--- src/rtl/nes_pad_pkg.sv ---
// Shared constants and types for the NES controller reader.
package nes_pad_pkg;

   // Button positions in the published vector; matches the pad's serial order.
   localparam int unsigned BTN_A      = 0;
   localparam int unsigned BTN_B      = 1;
   localparam int unsigned BTN_SELECT = 2;
   localparam int unsigned BTN_START  = 3;
   localparam int unsigned BTN_UP     = 4;
   localparam int unsigned BTN_DOWN   = 5;
   localparam int unsigned BTN_LEFT   = 6;
   localparam int unsigned BTN_RIGHT  = 7;
   localparam int unsigned NUM_BTNS   = 8;

   // 27 MHz defaults: 12 us latch, 6 us pulse half-period.
   localparam int unsigned DEF_LATCH_CYCLES = 324;
   localparam int unsigned DEF_HALF_CYCLES  = 162;
   localparam int unsigned DEF_CNT_W        = 9;

   typedef enum logic [2:0] {
      ST_IDLE  = 3'd0,
      ST_LATCH = 3'd1,
      ST_LOW   = 3'd2,
      ST_HIGH  = 3'd3,
      ST_DONE  = 3'd4
   } pad_state_e;

endpackage

--- src/rtl/sync_2ff.sv ---
// Generic two-flop synchronizer with a selectable reset value.
module sync_2ff #(
   parameter logic RST_VAL = 1'b0
) (
   input  logic i_clk,
   input  logic i_rst,
   input  logic d,
   output logic q
);

   logic meta;

   always_ff @(posedge i_clk) begin
      if (i_rst) begin
         meta <= RST_VAL;
         q    <= RST_VAL;
      end else begin
         meta <= d;
         q    <= meta;
      end
   end

endmodule

--- src/rtl/nes_gamepad_reader.sv ---
// One NES pad read per rising poll tick: latch, 8 serial samples, then a
// one-cycle valid strobe with the active-high button vector.
module nes_gamepad_reader
   import nes_pad_pkg::*;
#(
   parameter int unsigned LATCH_CYCLES = DEF_LATCH_CYCLES,
   parameter int unsigned HALF_CYCLES  = DEF_HALF_CYCLES,
   parameter int unsigned CNT_W        = DEF_CNT_W
) (
   input  logic                i_clk,
   input  logic                i_rst,
   input  logic                i_tick,
   input  logic                i_data,
   output logic                o_latch,
   output logic                o_pulse,
   output logic [NUM_BTNS-1:0] o_buttons,
   output logic                o_valid
);

   localparam int unsigned BIT_W = 3;

   pad_state_e          state, state_next;
   logic [CNT_W-1:0]    cnt, cnt_next;
   logic [BIT_W-1:0]    bit_idx, bit_next;
   logic [NUM_BTNS-1:0] shift, shift_next;
   logic [NUM_BTNS-1:0] buttons_next;
   logic                latch_next, pulse_next, valid_next;
   logic                data_sync;
   logic                tick_d;
   logic                start;

   // Idle-high reset keeps a floating/unplugged pad reading as "released".
   sync_2ff #(.RST_VAL(1'b1)) u_data_sync (
      .i_clk (i_clk),
      .i_rst (i_rst),
      .d     (i_data),
      .q     (data_sync)
   );

   // Tracks i_tick even in reset so a tick already high at release is not an edge.
   always_ff @(posedge i_clk) begin
      tick_d <= i_tick;
   end

   assign start = i_tick & ~tick_d;

   always_ff @(posedge i_clk) begin
      if (i_rst) begin
         state     <= ST_IDLE;
         cnt       <= '0;
         bit_idx   <= '0;
         shift     <= '0;
         o_latch   <= 1'b0;
         o_pulse   <= 1'b0;
         o_valid   <= 1'b0;
         o_buttons <= '0;
      end else begin
         state     <= state_next;
         cnt       <= cnt_next;
         bit_idx   <= bit_next;
         shift     <= shift_next;
         o_latch   <= latch_next;
         o_pulse   <= pulse_next;
         o_valid   <= valid_next;
         o_buttons <= buttons_next;
      end
   end

   always_comb begin
      state_next   = state;
      cnt_next     = cnt + CNT_W'(1);
      bit_next     = bit_idx;
      shift_next   = shift;
      buttons_next = o_buttons;
      latch_next   = 1'b0;
      pulse_next   = 1'b0;
      valid_next   = 1'b0;

      case (state)
         ST_IDLE: begin
            cnt_next = '0;
            if (start) begin
               state_next = ST_LATCH;
               bit_next   = '0;
               shift_next = '0;
            end
         end
         ST_LATCH: begin
            if (cnt == CNT_W'(LATCH_CYCLES - 1)) begin
               state_next = ST_LOW;
            end
         end
         ST_LOW: begin
            // Sample late in the low phase, long after the pad has shifted.
            if (cnt == CNT_W'(HALF_CYCLES - 1)) begin
               shift_next[bit_idx] = ~data_sync;
               state_next = (bit_idx == BIT_W'(BTN_RIGHT)) ? ST_DONE : ST_HIGH;
            end
         end
         ST_HIGH: begin
            if (cnt == CNT_W'(HALF_CYCLES - 1)) begin
               bit_next   = bit_idx + BIT_W'(1);
               state_next = ST_LOW;
            end
         end
         ST_DONE: begin
            state_next = ST_IDLE;
         end
         default: begin
            state_next = ST_IDLE;
         end
      endcase

      if (state_next != state) begin
         cnt_next = '0;
      end

      // Outputs follow the state being entered so they align with it.
      latch_next = (state_next == ST_LATCH);
      pulse_next = (state_next == ST_HIGH);
      valid_next = (state_next == ST_DONE);
      if (valid_next) begin
         buttons_next = shift_next;
      end
   end

endmodule

--- config.mk ---
export PLATFORM = sky130hd
export DESIGN_NAME = nes_gamepad_reader
export DESIGN_NICKNAME = d
export VERILOG_FILES = /design/src/rtl/nes_pad_pkg.sv /design/src/rtl/sync_2ff.sv /design/src/rtl/nes_gamepad_reader.sv
export SDC_FILE = /design/constraint.sdc
export NUM_CORES = 1
export LEC_CHECK = 0
export ABC_AREA = 0
export BUFFER_PORTS_ARGS = -buffer_cell sky130_fd_sc_hd__buf_2
export CAP_MARGIN = 40
export CORE_ASPECT_RATIO = 1.1
export CORE_MARGIN = 3
export CORE_UTILIZATION = 44
export DETAILED_ROUTE_END_ITERATION = 6
export REMOVE_ABC_BUFFERS = 1
export SLEW_MARGIN = 20
export SYNTH_ARGS = -nofsm -noshare
export SYNTH_HDL_FRONTEND = slang
export SYNTH_HIERARCHICAL = 1
export SYNTH_SLANG_ARGS = --single-unit
--- constraint.sdc ---
create_clock -name i_clk -period 2.28 [get_ports i_clk]
set_input_delay 0.684 -clock i_clk [delete_from_list [all_inputs] [get_ports i_clk]]
set_output_delay 0.684 -clock i_clk [all_outputs]
set_load 0.05 [all_outputs]
# --- Word level (Yosys, flattened, before mapping) ---
# Index checks and enable logic that the tools add are counted.
word_totals:
  regBits: 37
  output_inout_bits: 11
  word_cells: 50
classes:
  addsub: 2
  n_lt_le_gt_ge: 2
  n_eq_ne: 12
  n_mux: 15
  bitwise_logic: 3
  n_reduce_logical: 5
ops:
  columns: ["operator", "count"]
  rows:
  - ["2-to-1 mux 3 bit", 7]
  - ["2-to-1 mux 8 bit", 2]
  - ["case mux 8 bit (2 select lines)", 1]
  - ["case mux 3 bit (4 select lines)", 1]
  - ["adder 9 x 1 -> 9 bit, second input constant", 1]
  - ["equality test 3 x 2 -> 1 bit, second input constant", 3]
  - ["equality test 9 x 8 -> 1 bit, second input constant", 1]
  - ["equality test 9 bit, second input constant", 1]
  - ["bitwise mux 8 bit", 1]
  - ["equality test 3 x 1 -> 1 bit, second input constant", 2]
  - ["equality test 3 bit, second input constant", 2]
  - ["case mux 3 bit (2 select lines)", 1]
  - ["< comparator 3 x 4 -> 1 bit, second input constant", 1]
  - ["inequality test 2 bit, second input constant", 2]
  - ["adder 3 x 1 -> 3 bit, second input constant", 1]
  - ["demux 1 bit (select 3 bit)", 1]
  - ["greater-or-equal comparator 3 x 1 -> 1 bit, second input constant", 1]
  - ["logical NOT 3 bit", 1]
  - ["inequality test 3 bit", 1]
  - ["AND reduction 3 bit", 1]
  - ["OR reduction 3 bit", 1]
  - ["inverter 1 bit", 2]
  - ["nonzero test 2 bit", 1]
  - ["bitwise AND 1 bit", 1]
  - ["2 further kinds", 2]

# --- Longest topological paths before layout ---
depth:
  depth_word: 7
  depth_mapped: 8
  ltp_nobuf: 7

# --- By module ---
# Netlist, hierarchy kept.
by_module_without_submodules:
  columns: ["module", "instances", "cells_each", "area_per_inst_um2", "seq_area_each_um2"]
  rows:
  - ["nes_gamepad_reader", 1, 185, 1736.7, 700.7]
  - ["sync_2ff", 1, 4, 52.6, 40.0]

# --- Worst setup path before layout ---
# No wires, ideal clock.
synth_timing:
  kind: "register to register"
  start: "register cnt[0]"
  end: "register cnt[2]"
  setup_ns: 0.128
  t_arrival_ns: 1.597
  slack_ns: 0.555
  stages_incl_launch_ff: 7
  path_cell_list: "dfxtp_1 > ha_1 > nand2_1 > or4_1 > a21oi_1 > o32a_1 > nor3_1"
synth_between:
  elab_chain_cells: 5
  elab_cells_between_ends: 9
synth_rtl:
  columns: ["item", "line_no", "rtl"]
  rows:
  - ["from (decl)", "nes_gamepad_reader.sv:23", "logic [CNT_W-1:0] cnt, cnt_next;"]
  - ["from (signal assigned)", "nes_gamepad_reader.sv:59", "cnt <= cnt_next;"]
  - ["equality test 9 x 8 -> 1 bit or equality test 9 bit (tied branches)", "nes_gamepad_reader.sv:95, nes_gamepad_reader.sv:101, nes_gamepad_reader.sv:89", null]
  - ["2-to-1 mux 3 bit, on equally long branches", "nes_gamepad_reader.sv:101, nes_gamepad_reader.sv:89, nes_gamepad_reader.sv:95", null]
  - ["case mux 3 bit (4 select lines)", "nes_gamepad_reader.sv:79", "case (state)"]
  - ["inequality test 3 bit", "nes_gamepad_reader.sv:114", "if (state_next != state) begin"]
  - ["OR reduction 3 bit (no line)", null, null]
# Parallel ways exist; a longest one is shown, timed or not.
# A chain may end at the register's enable or synchronous reset.

# --- Final worst setup path ---
layout_timing:
  start: "register cnt[0]"
  end: "register o_buttons[7]"
layout_between:
  elab_chain_cells: 4
  elab_cells_between_ends: 9
layout_rtl:
  columns: ["item", "line_no", "rtl"]
  rows:
  - ["equality test 9 x 8 -> 1 bit or equality test 9 bit (tied branches)", "nes_gamepad_reader.sv:95, nes_gamepad_reader.sv:101, nes_gamepad_reader.sv:89", null]
  - ["2-to-1 mux 3 bit, on equally long branches", "nes_gamepad_reader.sv:101, nes_gamepad_reader.sv:89, nes_gamepad_reader.sv:95", null]
  - ["case mux 3 bit (4 select lines)", "nes_gamepad_reader.sv:79", null]
  - ["equality test 3 bit", "nes_gamepad_reader.sv:121", "valid_next = (state_next == ST_DONE);"]
  - ["to (signal assigned)", "nes_gamepad_reader.sv:65", "o_buttons <= buttons_next;"]
  - ["to (decl)", "nes_gamepad_reader.sv:16", "output logic [NUM_BTNS-1:0] o_buttons,"]
# Parallel ways exist; a longest one is shown, timed or not.

==> impl_metrics.tcl <==
set metrics [dict create \
    outcome "finished, final reports clean" \
    cts_resized 0 \
    cts_tree "done" \
    hold_class "flip-flop to flip-flop" \
    ys_types 48 \
    ctsHtreeMaxLevel 2 \
    synth_edf_count 0 \
    cp_top_family "simple AND/OR/NAND/NOR gates" \
    io_buffers 14 \
    core_area_um2 3770 \
    yosys_most_used_dff "dfxtp_1" \
    drive_gt1_share_pct 17.6 \
    gp_congestion 0.827 \
    nets 212 \
    timing.fmax_mhz 499 \
    dp_hpwl_um 2550 \
    dieWidth_um 66.8 \
    drtIter0Drc 63 \
    endpoint_kind "flip-flop" \
    ant_nets 0 \
    drc 0 \
    cap_violations 0 \
    design_area_um2 1950 \
    power_mw 1.17 \
    antenna_found_initial 0 \
    cts_root_buffer "clkbuf_8" \
    crit_arrival_ns 2.17 \
    critPathKind "flip-flop to flip-flop" \
    yosysWarnings 6 \
    place_inst 247 \
    worst_pin_slew_ns 0.412 \
    rsz0062_at_grt "false" \
    wl_per_cell_um 13.7 \
    antennaDiodeCount 0 \
    path_clk_slew_ns 0.07 \
    syn_to_final_growth_pct 9.02 \
    grt_max_degree 19 \
    hold_ws_ns 0.408 \
    utilization_pct 51.7 \
    timing.final.ws_setup_ns 0.278 \
    track_usage_pct 16.5 \
    crit_chain "ha_1, and4bb_1, nand2_1, or3_1, a31oi_1, a211oi_1" \
    finalSetupTns_ns 0 \
    critical_path_buf_inv_count 0 \
    required_ns 2.45 \
    hold_violations 0 \
    setup_viol 0 \
    cp_max_fo 9 \
    hold_buffers 0 \
    dieHeight_um 72.9 \
    post_dp_cell_area_um2 1860 \
    numCtsBuffers 5 \
    cpPeakStageDelay_ns 0.42 \
    ir_worst_vdd_v 0.000316 \
    async_reset_ff_share_pct 0 \
    num_vias 1394 \
    wirelength_um 3490 \
    finClkSkew_ns 0.00441 \
    fp-row-count 23 \
    synth.yosys.seq_area_share_pct 41.4 \
    drv_slew 0 \
    grt-ovfl-total 0 \
    postSynthCellCount 189 \
    cts.sinks 37 \
    die_area_um2 4870 \
    ctsLongestPathBuffers 2 \
    syn_area_per_cell_um2 9.47 \
    vias_per_cell 5.49 \
    start_util_pct 47.5 \
    powerDensity_nw_per_um2 601 \
    cts_setup_buffers 0 \
    syn_area_um2 1790 \
    fin_crit_sh_pct 87.8 \
    dpl_worst_slack_ns 0.290 \
    startpoint_type "flip-flop" \
    clk_latency_ns 0.29 \
    fin_crit_ns 2.00 \
    synth_seq_cells 37 \
    grt_pass1_wl_um 6070 \
    dr.pass1.iters 4 \
    fill_cells 366 \
    leakagePower_nw 0.678 \
    relSlewSlack_pct 72.5 \
    io_pins 15 \
    grt_pass1_vias 1339 \
    slowest_stage "dfxtp_1" \
    final_cells 254 \
]
-- cell usage in the layout, fill, tap and decap left out, types with 2 or more instances in the layout --
master / Yosys / routed
a211oi_1: 6 / 6
o211a_1: 3 / 3
dfxtp_1: 37 / 37
nor3_1: 9 / 9
inv_1: 4 / 4
nand4_1: 6 / 6
o21a_1: 2 / 2
buf_4: 2 / 3
o2bb2ai_1: 2 / 2
or3_1: 3 / 3
nand3_1: 9 / 9
or2_1: 2 / 2
buf_2: 0 / 14
xor2_1: 6 / 6
nand2b_1: 4 / 4
nor4_1: 3 / 3
nor4b_4: 2 / 2
nand2_1: 15 / 15
o21ai_0: 2 / 2
o311ai_0: 3 / 3
a21oi_1: 6 / 6
a31oi_1: 3 / 3
clkbuf_8: 0 / 6
ha_1: 4 / 4
nor2b_1: 3 / 3
or4_1: 2 / 2
nor2_1: 25 / 25
-- final timing paths --
check | from | endpoint | cells after the start | slack [ns]
max | cnt[0] | o_buttons[7] | 6 | 0.28
min | u_data_sync/meta | u_data_sync/q | 1 | 0.41
max reg2reg | cnt[0] | o_buttons[7] | 6 | 0.28
min reg2reg | u_data_sync/meta | u_data_sync/q | 1 | 0.41
-- sequential cells by signal (all words and copies together), names as in the netlist --
register,cells
bit_idx,3
cnt,9
o_buttons,8
o_latch,1
o_pulse,1
o_valid,1
shift,8
state,3
tick_d,1
u_data_sync/meta,1
u_data_sync/q,1
-- cells in the mapped netlist, drive strengths merged, types with 4 or more instances --
cell    number  area, um2
a211oi       7       57.6
a21oi        6       30.0
buf          6       63.8
dfxtp       37        741
ha           4       50.1
inv          4       15.0
nand2       15       56.3
nand2b       4       25.0
nand3       10       62.6
nand4        6       37.5
nor2        25       93.8
nor3         9       45.0
nor4         4       31.3
xor2         6       52.6
-- worst register-to-register path, stage by stage, from the launching register on --
cell      delay [ns]
dfxtp_1         0.42
ha_1            0.18
and4bb_1        0.29
nand2_1         0.23
or3_1           0.41
a31oi_1         0.24
a211oi_1        0.11
-- cell families after synthesis --
family	count (synthesis)	synth area share [%]
flip-flops	37	41.4
buffers and inverters	13	5.31
AO/OA/AOI/OAI	36	17.2
AND/OR/NAND/NOR	92	29.9
XOR/XNOR	7	3.43
adder cells (fa/ha/maj)	4	2.80
-- routing by layer --
| metal | GRT usage, % | up-vias | routed length (um) |
|---|---|---|---|
| met4 | 6.77 | 0 | 63 |
| met1 | 18.6 | 650 | 1550 |
| met3 | 4.62 | 7 | 110 |
| li1 | - | 721 | - |
| met5 | 0 | - | 0 |
| met2 | 28.9 | 16 | 1760 |
-- where the power goes --
group | internal [mW] | switching (mW) | leakage, nW
Combinational | 0.0164 | 0.0329 | 0.334
Clock | 0.240 | 0.225 | 0.0443
Sequential | 0.652 | 0.00587 | 0.299
Total | 0.908 | 0.263 | 0.678
-- area by class of cell --
cell class	instances	area, um2	area share [%]
multi-input cells	139	953	48.9
flip-flops and latches	37	741	38.0
repair buffers	17	92.6	4.75
clock buffers	7	86.3	4.43
well taps	50	62.6	3.21
inverters	4	15.0	0.770
Power figures use the tool's default switching activity.
